===== src/rtl/m72_irq_ctrl_if.sv =====
// Wishbone slave bus bundle for the M72 interrupt controller.
// The master (CPU) drives strobe, cycle, tags, address and data; the controller returns data and ack.
interface m72_irq_ctrl_if;
    logic        wb_stb_i;
    logic        wb_cyc_i;
    logic        wb_we_i;
    logic        wb_tga_i;
    logic        wb_tgc_i;
    logic [2:1]  wb_adr_i;
    logic [1:0]  wb_sel_i;
    logic [15:0] wb_dat_i;
    logic [15:0] wb_dat_o;
    logic        wb_ack_o;

    modport master (
        output wb_stb_i, wb_cyc_i, wb_we_i, wb_tga_i, wb_tgc_i, wb_adr_i, wb_sel_i, wb_dat_i,
        input  wb_dat_o, wb_ack_o
    );

    modport slave (
        input  wb_stb_i, wb_cyc_i, wb_we_i, wb_tga_i, wb_tgc_i, wb_adr_i, wb_sel_i, wb_dat_i,
        output wb_dat_o, wb_ack_o
    );
endinterface


===== src/rtl/m72_irq_ctrl.sv =====
// M72 edge-triggered 8-level interrupt controller with fixed priority (bit 0 highest).
// Define M72_IRQ_ISR_EN to add an in-service register with EOI and nested-priority blocking.
module m72_irq_ctrl (
    input  logic          wb_clk_i,
    input  logic          wb_rst_i,
    m72_irq_ctrl_if.slave wb,
    input  logic [7:0]    irq_in,
    output logic          int_rq
);
    typedef enum logic [1:0] {StIdle, StWait, StAck} bus_state_e;

    bus_state_e  state_q, state_d;
    logic [7:0]  irq_sync_q, irq_dly_q, irq_edge;
    logic [1:0]  sync_vld_q;
    logic [4:0]  vbase_q, vbase_d;
    logic [7:0]  mask_q, mask_d;
    logic [7:0]  pend_q, pend_d;
    logic [7:0]  blocked, isr_rd;
    logic [7:0]  eligible, grant;
    logic [2:0]  level;
    logic        access, is_iack, reg_wr;
    logic [15:0] rdata, dat_q, dat_d;
    logic        int_rq_q;
    logic        unused_bits;

    assign unused_bits = ^{wb.wb_sel_i[1], wb.wb_dat_i[15:8]};

    always_comb begin
        state_d = state_q;
        unique case (state_q)
            StIdle: begin
                if (wb.wb_stb_i && wb.wb_cyc_i && (wb.wb_tga_i || wb.wb_tgc_i)) begin
                    state_d = StWait;
                end
            end
            StWait:  state_d = wb.wb_stb_i ? StAck : StIdle;
            StAck:   state_d = StIdle;
            default: state_d = StIdle;
        endcase
    end

    // All register side effects happen on the WAIT->ACK edge.
    assign access  = (state_q == StWait) && wb.wb_stb_i;
    assign is_iack = access && wb.wb_tgc_i;
    assign reg_wr  = access && !wb.wb_tgc_i && wb.wb_we_i && wb.wb_sel_i[0];

    // Edges are only trusted once both sync stages hold post-reset samples.
    assign irq_edge = irq_sync_q & ~irq_dly_q & {8{sync_vld_q[1]}};

`ifdef M72_IRQ_ISR_EN
    logic [7:0] isr_q, isr_d;

    always_comb begin
        isr_d = isr_q;
        if (is_iack) begin
            isr_d = isr_q | grant;
        end
        if (reg_wr && (wb.wb_adr_i == 2'd3)) begin
            isr_d = isr_q & (isr_q - 8'd1);
        end
    end

    // Block the highest in-service level and everything below it.
    assign blocked = ~((isr_q & (~isr_q + 8'd1)) - 8'd1);
    assign isr_rd  = isr_q;

    always_ff @(posedge wb_clk_i or posedge wb_rst_i) begin
        if (wb_rst_i) begin
            isr_q <= '0;
        end else begin
            isr_q <= isr_d;
        end
    end
`else
    assign blocked = '0;
    assign isr_rd  = '0;
`endif

    assign eligible = pend_q & ~mask_q & ~blocked;
    assign grant    = eligible & (~eligible + 8'd1);

    always_comb begin
        level = 3'd7;
        for (int i = 7; i >= 0; i--) begin
            if (eligible[i]) begin
                level = i[2:0];
            end
        end
    end

    always_comb begin
        rdata = '0;
        if (wb.wb_tgc_i) begin
            rdata = {8'h00, vbase_q, level};
        end else if (!wb.wb_we_i) begin
            case (wb.wb_adr_i)
                2'd0:    rdata = {8'h00, vbase_q, 3'b000};
                2'd1:    rdata = {8'h00, mask_q};
                2'd2:    rdata = {8'h00, pend_q};
                default: rdata = {8'h00, isr_rd};
            endcase
        end
        dat_d = access ? rdata : '0;
    end

    always_comb begin
        vbase_d = vbase_q;
        mask_d  = mask_q;
        pend_d  = pend_q;
        if (reg_wr) begin
            case (wb.wb_adr_i)
                2'd0:    vbase_d = wb.wb_dat_i[7:3];
                2'd1:    mask_d  = wb.wb_dat_i[7:0];
                2'd2:    pend_d  = pend_q & ~wb.wb_dat_i[7:0];
                default: ;
            endcase
        end
        if (is_iack) begin
            pend_d = pend_d & ~grant;
        end
        // A fresh edge beats any clear on the same cycle.
        pend_d = pend_d | irq_edge;
    end

    always_ff @(posedge wb_clk_i or posedge wb_rst_i) begin
        if (wb_rst_i) begin
            state_q    <= StIdle;
            irq_sync_q <= '0;
            irq_dly_q  <= '0;
            sync_vld_q <= '0;
            vbase_q    <= 5'b00100;
            mask_q     <= 8'hFF;
            pend_q     <= '0;
            dat_q      <= '0;
            int_rq_q   <= 1'b0;
        end else begin
            state_q    <= state_d;
            irq_sync_q <= irq_in;
            irq_dly_q  <= irq_sync_q;
            sync_vld_q <= {sync_vld_q[0], 1'b1};
            vbase_q    <= vbase_d;
            mask_q     <= mask_d;
            pend_q     <= pend_d;
            dat_q      <= dat_d;
            int_rq_q   <= |eligible;
        end
    end

    assign wb.wb_ack_o = (state_q == StAck);
    assign wb.wb_dat_o = dat_q;
    assign int_rq      = int_rq_q;
endmodule


===== src/flat_wrapper.sv =====
// flat-port wrapper written by rule: the top's interface ports become plain ports
module m72_irq_ctrl_flat 
  (wb_clk_i, wb_rst_i, irq_in, int_rq, wb_wb_stb_i, wb_wb_cyc_i, wb_wb_we_i, wb_wb_tga_i, wb_wb_tgc_i, wb_wb_adr_i, wb_wb_sel_i, wb_wb_dat_i, wb_wb_dat_o, wb_wb_ack_o);
  m72_irq_ctrl_if wb_i ();
  input  logic wb_clk_i;
  input  logic wb_rst_i;
  input  logic [7:0] irq_in;
  output logic int_rq;
  input wire logic [$bits(wb_i.wb_stb_i)-1:0] wb_wb_stb_i;
  input wire logic [$bits(wb_i.wb_cyc_i)-1:0] wb_wb_cyc_i;
  input wire logic [$bits(wb_i.wb_we_i)-1:0] wb_wb_we_i;
  input wire logic [$bits(wb_i.wb_tga_i)-1:0] wb_wb_tga_i;
  input wire logic [$bits(wb_i.wb_tgc_i)-1:0] wb_wb_tgc_i;
  input wire logic [$bits(wb_i.wb_adr_i)-1:0] wb_wb_adr_i;
  input wire logic [$bits(wb_i.wb_sel_i)-1:0] wb_wb_sel_i;
  input wire logic [$bits(wb_i.wb_dat_i)-1:0] wb_wb_dat_i;
  output wire logic [$bits(wb_i.wb_dat_o)-1:0] wb_wb_dat_o;
  output wire logic [$bits(wb_i.wb_ack_o)-1:0] wb_wb_ack_o;
  assign wb_i.wb_stb_i = wb_wb_stb_i;
  assign wb_i.wb_cyc_i = wb_wb_cyc_i;
  assign wb_i.wb_we_i = wb_wb_we_i;
  assign wb_i.wb_tga_i = wb_wb_tga_i;
  assign wb_i.wb_tgc_i = wb_wb_tgc_i;
  assign wb_i.wb_adr_i = wb_wb_adr_i;
  assign wb_i.wb_sel_i = wb_wb_sel_i;
  assign wb_i.wb_dat_i = wb_wb_dat_i;
  assign wb_wb_dat_o = wb_i.wb_dat_o;
  assign wb_wb_ack_o = wb_i.wb_ack_o;
  m72_irq_ctrl u_core (.wb_clk_i(wb_clk_i), .wb_rst_i(wb_rst_i), .wb(wb_i), .irq_in(irq_in), .int_rq(int_rq));
endmodule

===== config.mk =====
export PLATFORM = sky130hd
export DESIGN_NAME = m72_irq_ctrl_flat
export DESIGN_NICKNAME = d
export VERILOG_FILES = /design/src/rtl/m72_irq_ctrl_if.sv /design/src/rtl/m72_irq_ctrl.sv /design/src/flat_wrapper.sv
export SDC_FILE = /design/constraint.sdc
export NUM_CORES = 1
export LEC_CHECK = 0
export ABC_CLOCK_PERIOD_IN_PS = 4470
export CAP_MARGIN = 10
export CORE_MARGIN = 2
export CORE_UTILIZATION = 65
export DETAILED_ROUTE_END_ITERATION = 8
export DONT_BUFFER_PORTS = 1
export MAX_ROUTING_LAYER = met4
export PLACE_DENSITY_LB_ADDON = 0.12
export SLEW_MARGIN = 20
export SYNTH_ARGS = -nofsm -noshare
export SYNTH_HDL_FRONTEND = slang
export SYNTH_SLANG_ARGS = --single-unit

===== constraint.sdc =====
create_clock -name wb_clk_i -period 4.47 [get_ports wb_clk_i]
set_input_delay 1.341 -clock wb_clk_i [delete_from_list [all_inputs] [get_ports wb_clk_i]]
set_output_delay 1.341 -clock wb_clk_i [all_outputs]
set_load 0.1 [all_outputs]

==> flow_metrics.py <==
metrics = {
    "setup_path": {
        "critical_path.cell_chain": "nor2b_2",
        "crit_type": "reg2out",
        "crit_fanout": 4,
        "path_delay_family": "simple AND/OR/NAND/NOR gates",
        "reg2reg_depth": 4,
        "crit_arrival_ns": 1.68,
        "worst_path_largest_cell_delay_ns": 0.85,
        "r2r-end": "u_core.vbase_q[4]",
        "ff2ff_setup_slack_ns": 2.68,
        "crit_buf_inv": 0,
        "startpoint_type": "register",
        "required_ns": 3.13,
        "end_kind": "output port",
        "worst_path_max_delay_cell": "nor2b_2",
        "regToRegStartpoint": "u_core.state_q[1]",
    },
    "synthesis": {
        "syn_avg_cell_area_sq_um": 12.4,
        "synth.distinct_cells": 42,
        "synth_area_sq_mm": 0.00219,
        "synthFlopType": "dfrtp_1",
        "synth_top_cell_by_area": "dfrtp_1",
        "synth_seq_cells": 50,
        "yosys.cell_count.top_type": "dfrtp_1",
        "ys_warn_count": 0,
        "synth-edff-count": 0,
        "ys_seq_area_share_pct": 57.7,
        "ys_top_cells_by_count": "41 x dfrtp_1, 17 x nand2_1, 13 x mux2_2",
        "async_reset_ff_share_pct": 100,
        "synth_top_area_share_pct": 46.9,
        "postSynthCellCount": 177,
        "synth_area_leaders": "dfrtp_1 47%, dfstp_2 11%, mux2_2 6.7%",
    },
    "global_route": {
        "grt_max_degree": 51,
        "grt_first_pass_wirelength_mm": 5.80,
        "grt_usage_pct": 22.2,
        "antenna_found_initial": 0,
        "grtUsageMet3_pct": 6.42,
        "grt_overflow_total": 0,
        "grt_use_met2_pct": 33.0,
        "grt.met1_usage_pct": 28.5,
        "grt_pass1_vias": 1260,
        "grt-busiest-layer": "met2",
    },
    "place": {
        "dp_hpwl_mm": 2.67,
        "place_ws_ns": 1.55,
        "gp_congestion": 0.884,
        "place_inst": 218,
        "port_buffers": 0,
        "dpl_cell_area_sq_mm": 0.00219,
    },
    "run_status": {
        "status": "completed",
    },
    "power": {
        "power_density_mw_per_mm2": 346,
        "ir_drop_v": 0.000263,
        "p_leak_nw": 0.987,
        "total_power_mw": 0.779,
    },
    "sta": {
        "rsz0062_at_grt": "no",
        "clock_skew_ns": 0.0126,
        "layout_min_cycle_time_ns": 3.02,
        "setup_ws_ns": 1.45,
        "finalHoldViolations": 0,
        "setup_tns_ns": 0,
        "slew_viol_final": 0,
        "final.period_utilization_pct": 67.5,
        "max_slew_margin_pct": 28.7,
        "worstMarginPinSlew_ns": 1.06,
        "whs_ns": 0.368,
        "setup_viol": 0,
        "max_freq_mhz": 332,
    },
    "floorplanning": {
        "core_area_sq_mm": 0.00328,
        "rows": 21,
        "die-area_sq_mm": 0.00385,
        "die_h_um": 62.0,
        "fp.dieW_um": 62.0,
        "pin_count": 53,
        "start_util_pct": 66.7,
    },
    "clock_tree": {
        "ctsResizeCount": 0,
        "post_cts_buffers": 0,
        "path_clk_slew_ns": 0.13,
        "h-tree-depth": 2,
        "cts_tree": "yes",
        "clock_latency_ns": 0.37,
        "clock_sinks": 50,
        "clock_path_buffers": 2,
        "numCtsBuffers": 5,
        "cts_root_buf": "clkbuf_4",
        "hold_buffers": 0,
    },
    "layout": {
        "fill_cells": 254,
        "nets": 214,
        "syn_to_final_growth_pct": 2.74,
        "layout-drive-gt1-share_pct": 24.4,
        "finish.utilization_pct": 68.5,
        "antenna_cells": 0,
        "layoutNonFillerInstCount": 226,
        "final_cell_area_sq_mm": 0.00225,
    },
    "detailed_routing": {
        "ant_nets": 0,
        "detail_route.wl_per_cell_um": 16.3,
        "vias": 1327,
        "viasPerCell": 5.87,
        "wl_mm": 3.67,
        "drtPass1Iterations": 4,
        "drt-initial-drc-count": 71,
        "drcViolationCount": 0,
    },
    "hold_path": {
        "hold_end": "u_core.sync_vld_q[1]",
        "hp-class": "reg2reg",
        "hold_depth": 0,
        "hold_start": "u_core.sync_vld_q[0]",
    },
    "job": {
        "maxCapViolations": 0,
    },
}
[logic make-up (layout without fill, tap and decap cells)]
family / count (synthesis) / count (layout) / synth area share, %
mux: 18 / 18 / 8.97
simple gates: 56 / 56 / 17.2
buf+inv: 18 / 14 / 4.86
other cells: 2 / 9 / 0.343
compound gates: 33 / 33 / 11.0
flops: 50 / 50 / 57.7
[registers in the layout (all words and copies together) (netlist names)]
register,count
u_core.int_rq,1
u_core.vbase_q,5
u_core.irq_dly_q,8
u_core.pend_q,8
u_core.mask_q,8
u_core.sync_vld_q,2
u_core.wb.wb_dat_o,8
u_core.state_q,2
u_core.irq_sync_q,8
[layer usage]
metal  share of wire (%)  vias to the layer above
met5                   0                        -
met4                 1.8                        0
met3                 6.3                        8
met2                  49                       50
met1                  43                      651
li1                    -                      618
[cell usage in the layout, fill, tap and decap left out, types with 6 or more instances in the layout]
cell	n
a31o_2	6
dfrtp_1	41
dfstp_2	9
nand2b_1	6
nand2_1	17
o21ai_0	8
mux2_2	13
conb_1	9
[where the power goes]
group          internal, mW  switching [mW]
sequential            0.476          0.0174
combinational        0.0238          0.0627
clock                0.0617           0.138
[worst max path at each step]
stage / from / endpoint / cells after the start
2_1_floorplan: u_core.state_q[0] / wb_wb_ack_o / 1
3_3_place_gp: wb_wb_adr_i[1] / u_core.pend_q[1] / 4
3_5_place_dp: wb_wb_adr_i[1] / u_core.pend_q[1] / 4
4_1_cts: u_core.state_q[0] / wb_wb_ack_o / 1
5_1_grt: u_core.state_q[0] / wb_wb_ack_o / 1
6_report: u_core.state_q[0] / wb_wb_ack_o / 1
[area by class of cell]
| type | instances | area, sq um | share of cell area, % |
|---|---|---|---|
| clock inverter | 3 | 18.8 | 0.834 |
| multi-input combinational | 116 | 850 | 37.8 |
| inverter | 6 | 23.8 | 1.06 |
| tap | 46 | 57.6 | 2.56 |
| clock buffer | 5 | 37.5 | 1.67 |
| sequential | 50 | 1260 | 56.1 |
Note: power is estimated with default switching activity, not from simulation.
